File: config.mk
export PLATFORM = sky130hd
export DESIGN_NAME = sprite_overlay
export DESIGN_NICKNAME = d
export VERILOG_FILES = /design/src/rtl/sprite_overlay.sv
export SDC_FILE = /design/constraint.sdc
export NUM_CORES = 1
export LEC_CHECK = 0
export ABC_AREA = 0
export CAP_MARGIN = 20
export CORE_ASPECT_RATIO = 1.5
export CORE_MARGIN = 4
export CORE_UTILIZATION = 40
export CTS_CLUSTER_SIZE = 40
export DETAILED_ROUTE_END_ITERATION = 8
export MAX_ROUTING_LAYER = met4
export PLACE_DENSITY = 0.76
export SETUP_SLACK_MARGIN = 0.2
export SYNTH_ARGS = -nofsm -noshare
export SYNTH_HDL_FRONTEND = slang
export SYNTH_SLANG_ARGS = --single-unit
export TNS_END_PERCENT = 20
File: constraint.sdc
create_clock -name clk -period 2.9 [get_ports clk]
set_input_delay 0.87 -clock clk [delete_from_list [all_inputs] [get_ports clk]]
set_output_delay 0.87 -clock clk [all_outputs]
set_load 0.05 [all_outputs]
File: src/rtl/sprite_overlay.sv
// Two-stage sprite overlay: stage 1 computes the sprite hit and ROM address,
// stage 2 merges the ROM pixel (minus the key colour) over the incoming stream.
module sprite_overlay #(
    parameter int          SPRITE_W  = 16,
    parameter int          SPRITE_H  = 16,
    parameter logic [23:0] KEY_COLOR = 24'hFF_00_FF
) (
    input  logic        clk,
    input  logic        rst,
    input  logic [9:0]  hcount_in,
    input  logic        hsync_in,
    input  logic [9:0]  vcount_in,
    input  logic        vsync_in,
    input  logic        blnk_in,
    input  logic [23:0] rgb_in,
    input  logic [9:0]  xpos,
    input  logic [9:0]  ypos,
    input  logic [1:0]  frame_sel,
    input  logic        mirror,
    input  logic        enable,
    output logic [9:0]  rom_addr,
    input  logic [23:0] rom_data,
    output logic [9:0]  hcount_out,
    output logic        hsync_out,
    output logic [9:0]  vcount_out,
    output logic        vsync_out,
    output logic        blnk_out,
    output logic [23:0] rgb_out
);

    localparam int          CW  = $clog2(SPRITE_W);
    localparam int          RW  = $clog2(SPRITE_H);
    localparam int          AW  = 2 + RW + CW;
    localparam logic [10:0] W11 = 11'(SPRITE_W);
    localparam logic [10:0] H11 = 11'(SPRITE_H);

    // Edge detector and per-frame shadow copies of the placement inputs
    logic        vsync_prev_q, vsync_prev_d;
    logic        en_s_q, en_s_d;
    logic        mirror_s_q, mirror_s_d;
    logic [1:0]  frame_s_q, frame_s_d;
    logic [9:0]  x_s_q, x_s_d;
    logic [9:0]  y_s_q, y_s_d;

    // Stage 1
    logic        hit_q, hit_d;
    logic [9:0]  rom_addr_q, rom_addr_d;
    logic [9:0]  s1_hcount_q, s1_hcount_d;
    logic        s1_hsync_q, s1_hsync_d;
    logic [9:0]  s1_vcount_q, s1_vcount_d;
    logic        s1_vsync_q, s1_vsync_d;
    logic        s1_blnk_q, s1_blnk_d;
    logic [23:0] s1_rgb_q, s1_rgb_d;

    // Stage 2
    logic [9:0]  hcount_out_q, hcount_out_d;
    logic        hsync_out_q, hsync_out_d;
    logic [9:0]  vcount_out_q, vcount_out_d;
    logic        vsync_out_q, vsync_out_d;
    logic        blnk_out_q, blnk_out_d;
    logic [23:0] rgb_out_q, rgb_out_d;

    logic          capture;
    logic [10:0]   x_end, y_end;
    logic [CW-1:0] col_raw, col;
    logic [RW-1:0] row;
    logic [AW-1:0] addr_cat;

    always_comb begin
        capture      = vsync_in & ~vsync_prev_q;
        vsync_prev_d = vsync_in;
        en_s_d       = capture ? enable    : en_s_q;
        mirror_s_d   = capture ? mirror    : mirror_s_q;
        frame_s_d    = capture ? frame_sel : frame_s_q;
        x_s_d        = capture ? xpos      : x_s_q;
        y_s_d        = capture ? ypos      : y_s_q;

        // 11-bit bounds so a box near the right/bottom edge clips instead of wrapping
        x_end = {1'b0, x_s_q} + W11;
        y_end = {1'b0, y_s_q} + H11;
        hit_d = en_s_q & ~blnk_in
              & ({1'b0, hcount_in} >= {1'b0, x_s_q}) & ({1'b0, hcount_in} < x_end)
              & ({1'b0, vcount_in} >= {1'b0, y_s_q}) & ({1'b0, vcount_in} < y_end);

        col_raw    = CW'(hcount_in - x_s_q);
        col        = mirror_s_q ? (CW'(SPRITE_W - 1) - col_raw) : col_raw;
        row        = RW'(vcount_in - y_s_q);
        addr_cat   = {frame_s_q, row, col};
        rom_addr_d = hit_d ? 10'(addr_cat) : 10'd0;

        s1_hcount_d = hcount_in;
        s1_hsync_d  = hsync_in;
        s1_vcount_d = vcount_in;
        s1_vsync_d  = vsync_in;
        s1_blnk_d   = blnk_in;
        s1_rgb_d    = rgb_in;

        // rom_data answers the address registered in stage 1
        hcount_out_d = s1_hcount_q;
        hsync_out_d  = s1_hsync_q;
        vcount_out_d = s1_vcount_q;
        vsync_out_d  = s1_vsync_q;
        blnk_out_d   = s1_blnk_q;
        rgb_out_d    = (hit_q && (rom_data != KEY_COLOR)) ? rom_data : s1_rgb_q;
    end

    always_ff @(posedge clk) begin
        if (rst) begin
            vsync_prev_q <= 1'b0;
            en_s_q       <= 1'b0;
            mirror_s_q   <= 1'b0;
            frame_s_q    <= 2'd0;
            x_s_q        <= 10'h3FF;
            y_s_q        <= 10'h3FF;
            hit_q        <= 1'b0;
            rom_addr_q   <= 10'd0;
            s1_hcount_q  <= 10'd0;
            s1_hsync_q   <= 1'b0;
            s1_vcount_q  <= 10'd0;
            s1_vsync_q   <= 1'b0;
            s1_blnk_q    <= 1'b0;
            s1_rgb_q     <= 24'd0;
            hcount_out_q <= 10'd0;
            hsync_out_q  <= 1'b0;
            vcount_out_q <= 10'd0;
            vsync_out_q  <= 1'b0;
            blnk_out_q   <= 1'b0;
            rgb_out_q    <= 24'd0;
        end else begin
            vsync_prev_q <= vsync_prev_d;
            en_s_q       <= en_s_d;
            mirror_s_q   <= mirror_s_d;
            frame_s_q    <= frame_s_d;
            x_s_q        <= x_s_d;
            y_s_q        <= y_s_d;
            hit_q        <= hit_d;
            rom_addr_q   <= rom_addr_d;
            s1_hcount_q  <= s1_hcount_d;
            s1_hsync_q   <= s1_hsync_d;
            s1_vcount_q  <= s1_vcount_d;
            s1_vsync_q   <= s1_vsync_d;
            s1_blnk_q    <= s1_blnk_d;
            s1_rgb_q     <= s1_rgb_d;
            hcount_out_q <= hcount_out_d;
            hsync_out_q  <= hsync_out_d;
            vcount_out_q <= vcount_out_d;
            vsync_out_q  <= vsync_out_d;
            blnk_out_q   <= blnk_out_d;
            rgb_out_q    <= rgb_out_d;
        end
    end

    assign rom_addr   = rom_addr_q;
    assign hcount_out = hcount_out_q;
    assign hsync_out  = hsync_out_q;
    assign vcount_out = vcount_out_q;
    assign vsync_out  = vsync_out_q;
    assign blnk_out   = blnk_out_q;
    assign rgb_out    = rgb_out_q;

endmodule

==> metrics.md <==
| Metric | Value |
|---|---|
| I/O Buffers | 153 |
| TritonCTS Sinks | 129 |
| Period minus WS final | 2638 ps |
| Initial Util | 0.4077 |
| Die ar. | 14590 um^2 |
| Final count of pins violating max slew | 0 |
| Worst Tran Pin Value | 550.0 ps |
| Crit share post-route | 0.9096 |
| Prevailing post-synth register cell | dfxtp_1 |
| CTS tree | built |
| Final antenna-violating net count | 0 |
| Async SR Flop Fraction | 0 |
| Cts bufs inserted | 17 |
| Placed wire-length estimate | 9347 um |
| Power per cell area | roughly 670 nW/um^2 |
| Mapped Cells | between 400 and 500 |
| Final hold violation count | 0 |
| 1st-iter DRT viols | 145 |
| Clock Path Buffers | 2 |
| Routed WL | roughly 13000 um |
| Yosys warning total | 0 |
| Hold Slack | 436.1 ps |
| CP Data Arrival Time | 2940 ps |
| Register area share after synthesis | 0.5088 |
| M3 GR Usage | 0.03405 |
| Pre-antenna DRT Iters | 4 |
| Hold WC Path Type | reg -> reg |
| Clock Latency Late Sink | ~400 ps |
| FILL cells | 1022 |
| First-pass GRT wire length | 20040 um |
| I/O pins | 154 |
| M2 GR Usage | 0.3305 |
| Grt ovf | 0 |
| Largest net degree at the start of global routing | 119 |
| Placer congestion estimate | roughly 0.9 |
| Vias in the first global route | 4248 |
| Critical path capture point type | flop |
| Vias per cell | a little under 5 |
| Core outline area | around 12000 um^2 |
| Fmax | 0.3791 GHz |
| Area added between synthesis and finish | 48.98% |
| Clock Tree Root | clkbuf_16 |
| Syn nets | 625 |
| Flops & latches, synth | 129 |
| Hold buffer count at CTS | 0 |
| EDFF count, synth | 0 |
| Clock skew | between 10 and 15 ps |
| Vias | 4014 |
| Layout cells sized above 1 | 0.08955 |
| Leakage | 3.113 nW |
| # rows | 50 |
| Req. time, crit path | 3210 ps |
| Setup TNS | 0 ps |
| Met1 Use GR | 0.1754 |
| Nets | 790 |
| Startpoint type of the worst setup path | primary input |
| CP max FO | 11 |
| Clk pin slew, worst setup/hold paths | around 60 ps |
| Outcome | complete, no violations |
| Sequential cell area | 2582 um^2 |
| Max Cap Viol | 0 |
| Multi-input logic area | 2312 um^2 |
| Die Span Y | 146.0 um |
| Post-route DRC | 0 |
| Relative slew slack | 0.6322 |
| Diode count | 0 |
| WL per Instance | roughly 15 um |
| Peak VDD IR | 0.0003713 V |
| Critical path class | in -> reg |
| Distinct cells, synth | 43 |
| RSZ-0062 raised after global routing | true |
| Syn_area_per_cell | roughly 10 um^2 |
| Final setup violation count | 0 |
| Synthesized area | roughly 5100 um^2 |
| Die W | 99.98 um |
| Initial antenna violation count | 0 |
| Gr busiest metal | met2 |
| GRT Overall Usage | 0.1792 |
| H-tree Lvls | 4 |
-- cells in the final DEF, fill, tap and decap left out, drive strengths merged, types with 11 or more instances in the layout --
cell type | netlist | final
nor2b | 71 | 71
buf | 9 | 18
ha | 34 | 34
xnor2 | 15 | 15
mux2i | 28 | 28
clkdlybuf4s50 | 0 | 152
o21ai | 11 | 11
clkbuf | 15 | 19
dfxtp | 129 | 129
nor2 | 58 | 58
a211o | 20 | 20
inv | 27 | 27
-- cell families (layout without fill, tap and decap cells) --
| logic type | count (synthesis) | count (layout) | share of synthesized area |
|---|---|---|---|
| AO/OA/AOI/OAI | 61 | 61 | 0.08948 |
| AND/OR/NAND/NOR | 172 | 172 | 0.1856 |
| buffers and inverters | 51 | 229 | 0.04338 |
| XOR/XNOR | 15 | 15 | 0.02588 |
| multiplexers | 28 | 28 | 0.05521 |
| adder cells (fa/ha/maj) | 36 | 36 | 0.09169 |
| flip-flops | 129 | 129 | 0.5088 |
-- flip-flops by register name, indices dropped and copies added, names as in the netlist --
name          cells
blnk_out          1
blnk_out_d        1
en_s_q            1
frame_s_q         2
hcount_out       10
hcount_out_d     10
hit_q             1
hsync_out         1
hsync_out_d       1
mirror_s_q        1
rgb_out          24
rom_addr         10
s1_rgb_q         24
s1_vcount_q      10
s1_vsync_q        1
vcount_out       10
vsync_out         1
x_s_q            10
y_s_q            10
-- cell type report --
| class | count | area share |
|---|---|---|
| clock buffer | 19 | 0.05857 |
| clock inverter | 13 | 0.03094 |
| inverter | 27 | 0.01340 |
| multi-input combinational | 312 | 0.3058 |
| sequential | 129 | 0.3415 |
| tap | 156 | 0.02581 |
| timing repair buffer | 170 | 0.2240 |
-- synthesized netlist by cell type (2+ instances only) --
| master | count | area (um^2) |
|---|---|---|
| dfxtp_1 | 129 | 2582 |
| nor2b_1 | 71 | 444.2 |
| nor2_1 | 58 | 217.7 |
| ha_1 | 34 | 425.4 |
| mux2i_1 | 28 | 280.3 |
| inv_1 | 27 | 101.4 |
| a211o_1 | 20 | 175.2 |
| clkbuf_1 | 15 | 56.30 |
| xnor2_1 | 15 | 131.4 |
| o21ai_0 | 11 | 55.05 |
| a21oi_1 | 8 | 40.04 |
| nand2_1 | 8 | 30.03 |
| nor4_1 | 8 | 50.05 |
| nand3_1 | 7 | 35.03 |
| a21o_1 | 5 | 37.54 |
| o21a_1 | 4 | 30.03 |
| buf_1 | 3 | 11.26 |
| buf_6 | 3 | 33.78 |
| nand4_1 | 3 | 18.77 |
| nand4b_1 | 3 | 26.28 |
| nor4b_1 | 3 | 26.28 |
| a2111oi_0 | 2 | 17.52 |
| buf_2 | 2 | 10.01 |
| fa_1 | 2 | 40.04 |
| nand2b_1 | 2 | 12.51 |
| nor3_1 | 2 | 10.01 |
| nor4b_2 | 2 | 30.03 |
| o211ai_1 | 2 | 15.01 |
-- final timing paths --
kind              slack [ps]      startpoint  cells past startpoint             to
setup / recovery         260    vcount_in[0]                      8    rom_addr[9]
hold reg to reg          440  s1_vcount_q[6]                      1  vcount_out[6]
setup reg to reg         430        y_s_q[4]                      9    rom_addr[9]
hold / removal           440  s1_vcount_q[6]                      1  vcount_out[6]
-- layer usage --
metal | part of all wire | wire length [um] | vias up
met4 | 0.021 | 268 | 0
met3 | 0.049 | 612 | 19
met5 | 0 | 0 | -
met2 | 0.56 | 6993 | 129
met1 | 0.37 | 4713 | 1875
li1 | - | - | 1991
-- power breakdown --
| group | internal (mW) | total, mW | switching, mW |
|---|---|---|---|
| Combinational | 0.375 | 0.766 | 0.391 |
| Clock | 1.64 | 2.40 | 0.768 |
| Sequential | 1.86 | 1.89 | 0.0333 |
| Total | 3.87 | 5.06 | 1.19 |
-- critical path: stages --
cell and delay (ps):
clkdlybuf4s50_1 450, inv_1 50, ha_1 230, fa_1 420, a31oi_1 200, a2111oi_0 90
o21a_2 310, nor4_1 310
-- metrics by stage --
stage               utilization  cells  power, mW  setup WS (ps)  area [um^2]
floorplan                     -    492      2.380          504.4         5076
global placement         0.5513    794      2.663         -34.35         6863
detailed placement       0.5513    794      2.686         -207.5         6863
CTS                      0.6056    826      5.115          225.6         7540
global route             0.6074    826      5.273          149.4         7562
finish                   0.6074    826      5.064          262.2         7562
-- what timing repair did --
action / in CTS / in global routing
setup buffers: 0 / 0
endpoints found under the setup margin: 0 / 11
resized for setup: 0 / 5
endpoints found under the hold margin: 0 / 0
No activity file was read; power rests on OpenSTA's default activity.
